$ cat src/rtl/wr_req_buffer_if.sv
// Push-side and sink-side handshake bundle for wr_req_buffer.
// The slave modport is the buffer's view; master is the producer/sink environment.
interface wr_req_buffer_if #(
    parameter int DATA_WIDTH = 8,
    parameter int ADDR_WIDTH = 4
);
    logic                  push_valid;
    logic [DATA_WIDTH-1:0] push_data;
    logic [ADDR_WIDTH-1:0] push_addr;
    logic                  push_ready;

    logic                  valid;
    logic [DATA_WIDTH-1:0] data_out;
    logic [ADDR_WIDTH-1:0] addr_out;
    logic                  accept;

    modport slave (
        input  push_valid,
        input  push_data,
        input  push_addr,
        output push_ready,
        output valid,
        output data_out,
        output addr_out,
        input  accept
    );

    modport master (
        output push_valid,
        output push_data,
        output push_addr,
        input  push_ready,
        input  valid,
        input  data_out,
        input  addr_out,
        output accept
    );
endinterface

$ cat src/rtl/wr_req_buffer.sv
// Write-request FIFO between a ready/valid producer and the write-request sink.
// Optional high-water-mark output hwm is enabled by defining WR_REQ_BUFFER_HWM_EN.
module wr_req_buffer #(
    parameter int DATA_WIDTH = 8,
    parameter int ADDR_WIDTH = 4,
    parameter int DEPTH      = 4
) (
    input  logic                     clk,
    input  logic                     res_n,
    wr_req_buffer_if.slave           bus,
    input  logic                     clear,
    output logic [$clog2(DEPTH):0]   level,
`ifdef WR_REQ_BUFFER_HWM_EN
    output logic [$clog2(DEPTH):0]   hwm,
`endif
    output logic                     overflow
);
    localparam int PTR_W   = $clog2(DEPTH);
    localparam int ENTRY_W = DATA_WIDTH + ADDR_WIDTH;
    localparam logic [PTR_W:0] PTR_ONE = {{PTR_W{1'b0}}, 1'b1};

    logic [ENTRY_W-1:0] mem [DEPTH];
    logic [PTR_W:0]     wr_ptr;
    logic [PTR_W:0]     rd_ptr;
    logic [PTR_W:0]     wr_ptr_next;
    logic [PTR_W:0]     rd_ptr_next;
    logic               empty;
    logic               full;
    logic               do_push;
    logic               do_pop;
    logic [ENTRY_W-1:0] head;

    // Extra wrap bit distinguishes full from empty when the indices coincide.
    assign empty = (wr_ptr == rd_ptr);
    assign full  = (wr_ptr[PTR_W-1:0] == rd_ptr[PTR_W-1:0]) &&
                   (wr_ptr[PTR_W] != rd_ptr[PTR_W]);

    assign bus.push_ready = !full;
    assign bus.valid      = !empty;

    assign do_push = bus.push_valid && !full;
    assign do_pop  = !empty && bus.accept;

    assign wr_ptr_next = do_push ? (wr_ptr + PTR_ONE) : wr_ptr;
    assign rd_ptr_next = do_pop  ? (rd_ptr + PTR_ONE) : rd_ptr;

    assign level = wr_ptr - rd_ptr;

    assign head         = mem[rd_ptr[PTR_W-1:0]];
    assign bus.data_out = head[ENTRY_W-1:ADDR_WIDTH];
    assign bus.addr_out = head[ADDR_WIDTH-1:0];

    always_ff @(posedge clk or negedge res_n) begin
        if (!res_n) begin
            wr_ptr <= '0;
            rd_ptr <= '0;
        end else begin
            wr_ptr <= wr_ptr_next;
            rd_ptr <= rd_ptr_next;
        end
    end

    // Storage is reset so data_out/addr_out read zero out of reset.
    always_ff @(posedge clk or negedge res_n) begin
        if (!res_n) begin
            for (int i = 0; i < DEPTH; i++) begin
                mem[i] <= '0;
            end
        end else if (do_push) begin
            mem[wr_ptr[PTR_W-1:0]] <= {bus.push_data, bus.push_addr};
        end
    end

    // A set in the same cycle as clear takes priority.
    always_ff @(posedge clk or negedge res_n) begin
        if (!res_n) begin
            overflow <= 1'b0;
        end else if (bus.push_valid && full) begin
            overflow <= 1'b1;
        end else if (clear) begin
            overflow <= 1'b0;
        end
    end

`ifdef WR_REQ_BUFFER_HWM_EN
    logic [PTR_W:0] level_next;

    assign level_next = wr_ptr_next - rd_ptr_next;

    // Clear restarts tracking from the current level, or the new one if it rises.
    always_ff @(posedge clk or negedge res_n) begin
        if (!res_n) begin
            hwm <= '0;
        end else if (clear) begin
            hwm <= (level_next > level) ? level_next : level;
        end else if (level_next > hwm) begin
            hwm <= level_next;
        end
    end
`endif
endmodule

$ cat src/flat_wrapper.sv
// flat-port wrapper written by rule: the top's interface ports become plain ports
module wr_req_buffer_flat 
#(
    parameter int DATA_WIDTH = 8,
    parameter int ADDR_WIDTH = 4,
    parameter int DEPTH      = 4
)
  (clk, res_n, clear, level, overflow, bus_push_valid, bus_push_data, bus_push_addr, bus_push_ready, bus_valid, bus_data_out, bus_addr_out, bus_accept);
  wr_req_buffer_if #(.DATA_WIDTH(DATA_WIDTH), .ADDR_WIDTH(ADDR_WIDTH)) bus_i ();
  input  logic clk;
  input  logic res_n;
  input  logic clear;
  output logic [$clog2(DEPTH):0] level;
  output logic overflow;
  input wire logic [$bits(bus_i.push_valid)-1:0] bus_push_valid;
  input wire logic [$bits(bus_i.push_data)-1:0] bus_push_data;
  input wire logic [$bits(bus_i.push_addr)-1:0] bus_push_addr;
  output wire logic [$bits(bus_i.push_ready)-1:0] bus_push_ready;
  output wire logic [$bits(bus_i.valid)-1:0] bus_valid;
  output wire logic [$bits(bus_i.data_out)-1:0] bus_data_out;
  output wire logic [$bits(bus_i.addr_out)-1:0] bus_addr_out;
  input wire logic [$bits(bus_i.accept)-1:0] bus_accept;
  assign bus_i.push_valid = bus_push_valid;
  assign bus_i.push_data = bus_push_data;
  assign bus_i.push_addr = bus_push_addr;
  assign bus_push_ready = bus_i.push_ready;
  assign bus_valid = bus_i.valid;
  assign bus_data_out = bus_i.data_out;
  assign bus_addr_out = bus_i.addr_out;
  assign bus_i.accept = bus_accept;
  wr_req_buffer #(.DATA_WIDTH(DATA_WIDTH), .ADDR_WIDTH(ADDR_WIDTH), .DEPTH(DEPTH)) u_core (.clk(clk), .res_n(res_n), .bus(bus_i), .clear(clear), .level(level), .overflow(overflow));
endmodule
$ cat config.mk
export PLATFORM = sky130hd
export DESIGN_NAME = wr_req_buffer_flat
export DESIGN_NICKNAME = d
export VERILOG_FILES = /design/src/rtl/wr_req_buffer_if.sv /design/src/rtl/wr_req_buffer.sv /design/src/flat_wrapper.sv
export SDC_FILE = /design/constraint.sdc
export NUM_CORES = 1
export LEC_CHECK = 0
export ABC_AREA = 1
export ABC_CLOCK_PERIOD_IN_PS = 5400
export CAP_MARGIN = 40
export CORE_ASPECT_RATIO = 1.5
export CORE_MARGIN = 5
export CORE_UTILIZATION = 60
export CTS_CLUSTER_SIZE = 24
export DETAILED_ROUTE_END_ITERATION = 8
export PLACE_DENSITY = 0.82
export SYNTH_ARGS = -nofsm -noshare
export SYNTH_HDL_FRONTEND = slang
export SYNTH_SLANG_ARGS = --single-unit
$ cat constraint.sdc
create_clock -name clk -period 5.4 [get_ports clk]
set_clock_uncertainty 0.2 [all_clocks]
set_input_delay 1.08 -clock clk [delete_from_list [all_inputs] [get_ports clk]]
set_output_delay 1.08 -clock clk [all_outputs]
set_load 0.01 [all_outputs]
==> results.cfg <==
[status]
outcome = complete, no violations

[drt]
detail_route.iter0.violations = 340
avgViaCountPerCell = 6.02
antenna_violating_nets_post_route = 0
initial_drt_pass_iterations = 5
postRouteWirelength_mm = 7.03
routed_wire_length_per_instance_um = 16.7
detail_route.drc_violations = 0
num_vias = 2534

[clock_network]
cts_hold_repair.buffers = 0
tritoncts = built
clk_pin_slew_worst_paths_ns = 0.10
cts.path.max_buffers = 2
cts-buffers-inserted = 5
clk-insertion-delay-late_ns = 0.30
cts.repair_timing.setup_buffer_count = 0
cts_root_buffer = sky130_fd_sc_hd__clkbuf_8
clock-sinks = 55
post_cts_resize_count = 0
htree_num_levels = 2

[timing]
tns_ns = 0
rsz0062_at_grt = no
fin_crit_ns = 3.85
max_clock_freq_mhz = 260
worstMarginPinSlew_ns = 0.844
layout_setup_ws_ns = 1.55
number_of_max_slew_violations_in_the_final_report = 0
timing.hold.ws_ns = 0.279
finalCritPeriodShare_pct = 71.3
relative_slew_slack_pct = 43.7
timing_hold_violations_final = 0
setup_viol_count_final = 0

[floorplanning]
die_width_um = 66.1
number_of_primary_i_o_pins = 35
initial_utilization_pct = 62.4
core.rowCount = 30
floorplan.die.height_um = 94.2
fp.dieArea_um2 = 6230
floorplan.core_area_um2 = 4540

[synthesis]
synth.ff_latch_count = 55
netlist_instances = 337
post_synth_main_area_contributors = sky130_fd_sc_hd__dfrtp_1 49%, sky130_fd_sc_hd__nand2_1 15%, sky130_fd_sc_hd__nand4_1 11%
synthesis.yosys.warnings = 0
syn_area_cell_um2 = 8.41
post_synth_num_cell_types = 23
netlist.area_leader.share_pct = 48.6
synth-edff-count = 0
synth-main-ff-cell = sky130_fd_sc_hd__dfrtp_1
syn_area_um2 = 2830
postSynth.asyncResetShare_pct = 100
syn-num-nets = 362
yosysSeqAreaShare_pct = 48.6
yosysTopAreaCell = sky130_fd_sc_hd__dfrtp_1

[final_layout]
synthToLayoutAreaGrowth_pct = 13.8
antenna_cells_inserted = 0
layout-drive-gt1-share_pct = 5.04
final_cell_count_no_fill = 421
final_util_pct = 71.0
cell_area_after_layout_um2 = 3230
nNetsFinal = 381

[power_and_ir_drop]
powerDensity_nw_per_um2 = 675
p_leak_nw = 1.60
fin_total_pwr_mw = 2.18
worst_ir_drop_vdd_uv = 642

[grt]
grt_start_max_net_pins = 58
groute.layer.met3.usage_pct = 3.11
overflow = 0
grt_antenna_before_repair = 0
grt_most_used_layer = met2
grt_use_met2_pct = 39.8
global_route.usage.met1_pct = 33.4
grt_pass1_wl_mm = 11.9
first_global_vias = 2452
globalRouteTotalUtil_pct = 24.6

[worst_hold_path]
holdCritPathClass = reg2reg

[critical_path]
critical_path_required_ns = 4.12
end_kind = output pin
crit_fanout = 16
timing.setup.critical_path_class = reg2out
critPathArrivalTime_ns = 2.57
cp-start-kind = flip-flop

[run]
cap_violations = 0

[placement]
dpl.hpwl_mm = 4.29
place_congestion = 0.822
post-place-cells = 413
dpl-instance-area_um2 = 3110
count_of_buffers_from_port_buffering = 34
dpl_worst_slack_ns = 1.93
==> worst paths after layout <==
check	slack [ns]	depth (start not counted)	to	start
max in group asynchronous	3.83	2	u_core.wr_ptr[1]	res_n
worst min-delay path	0.28	2	u_core.mem[23]	u_core.mem[23]
worst max-delay path	1.55	6	bus_valid	u_core.rd_ptr[1]
worst min register to register	0.28	2	u_core.mem[23]	u_core.mem[23]
worst max register to register	2.06	9	u_core.mem[0]	u_core.rd_ptr[1]
min in group asynchronous	0.69	2	u_core.mem[38]	res_n
==> cells in the final DEF (no fill, tap or decap), drive strengths merged <==
cell type	Yosys	final
o21ai	24	24
buf	17	6
nand2	115	115
fa	1	1
nand3	10	10
bufinv	0	1
ha	7	7
nand4	49	49
clkinv	0	1
o22ai	13	13
xor2	1	1
xnor2	1	1
inv	11	12
nor2	24	24
dfrtp	55	55
clkbuf	9	5
clkdlybuf4s50	0	32
==> power breakdown <==
part | total [mW] | internal [mW] | leakage [nW] | switching, mW
logic | 1.16 | 0.482 | 0.853 | 0.682
registers | 0.726 | 0.602 | 0.689 | 0.124
clock network | 0.287 | 0.141 | 0.0587 | 0.146
==> worst max-delay path, stage by stage, from the launching register on <==
cell	delay (ns)
sky130_fd_sc_hd__dfrtp_1	0.73
sky130_fd_sc_hd__inv_1	0.35
sky130_fd_sc_hd__ha_1	0.37
sky130_fd_sc_hd__nand2_1	0.07
sky130_fd_sc_hd__inv_1	0.05
sky130_fd_sc_hd__nand2_1	0.14
sky130_fd_sc_hd__clkdlybuf4s50_1	0.56
==> cell usage after synthesis (2+ instances only) <==
master / n
sky130_fd_sc_hd__nand2_1: 114
sky130_fd_sc_hd__dfrtp_1: 55
sky130_fd_sc_hd__nand4_1: 49
sky130_fd_sc_hd__nor2_1: 24
sky130_fd_sc_hd__o21ai_0: 24
sky130_fd_sc_hd__o22ai_1: 12
sky130_fd_sc_hd__inv_1: 11
sky130_fd_sc_hd__buf_2: 9
sky130_fd_sc_hd__nand3_1: 8
sky130_fd_sc_hd__ha_1: 7
sky130_fd_sc_hd__clkbuf_8: 5
sky130_fd_sc_hd__buf_1: 4
sky130_fd_sc_hd__clkbuf_1: 4
sky130_fd_sc_hd__buf_4: 2
==> layout make-up <==
class                   count  area [um2]
repair buffers             38         380
clock inverters             3        47.5
flip-flops and latches     55        1380
multi-input cells         245        1230
clock buffers               5        68.8
fillers                   363        1320
well taps                  64        80.1
inverters                  11        41.3
==> logic make-up after synthesis <==
kind of cell    share of synthesized area, %
simple gates                            31.7
flops                                   48.6
compound gates                          7.33
buf+inv                                 7.99
fa+ha+maj                               3.80
xor+xnor                               0.618
==> sequential cells by signal (all words and copies together), names as in the netlist <==
name / count
u_core.wr_ptr: 3
u_core.mem: 48
u_core.overflow: 1
u_core.rd_ptr: 3
==> layer usage <==
| metal | vias to the layer above | share of wire, % | wire (um) |
|---|---|---|---|
| li1 | 1185 | - | - |
| met1 | 1204 | 40 | 2840 |
| met2 | 134 | 51 | 3580 |
| met3 | 11 | 7.0 | 489 |
| met4 | 0 | 1.6 | 113 |
| met5 | - | 0 | 0 |
(Power assumes the default switching activity.)
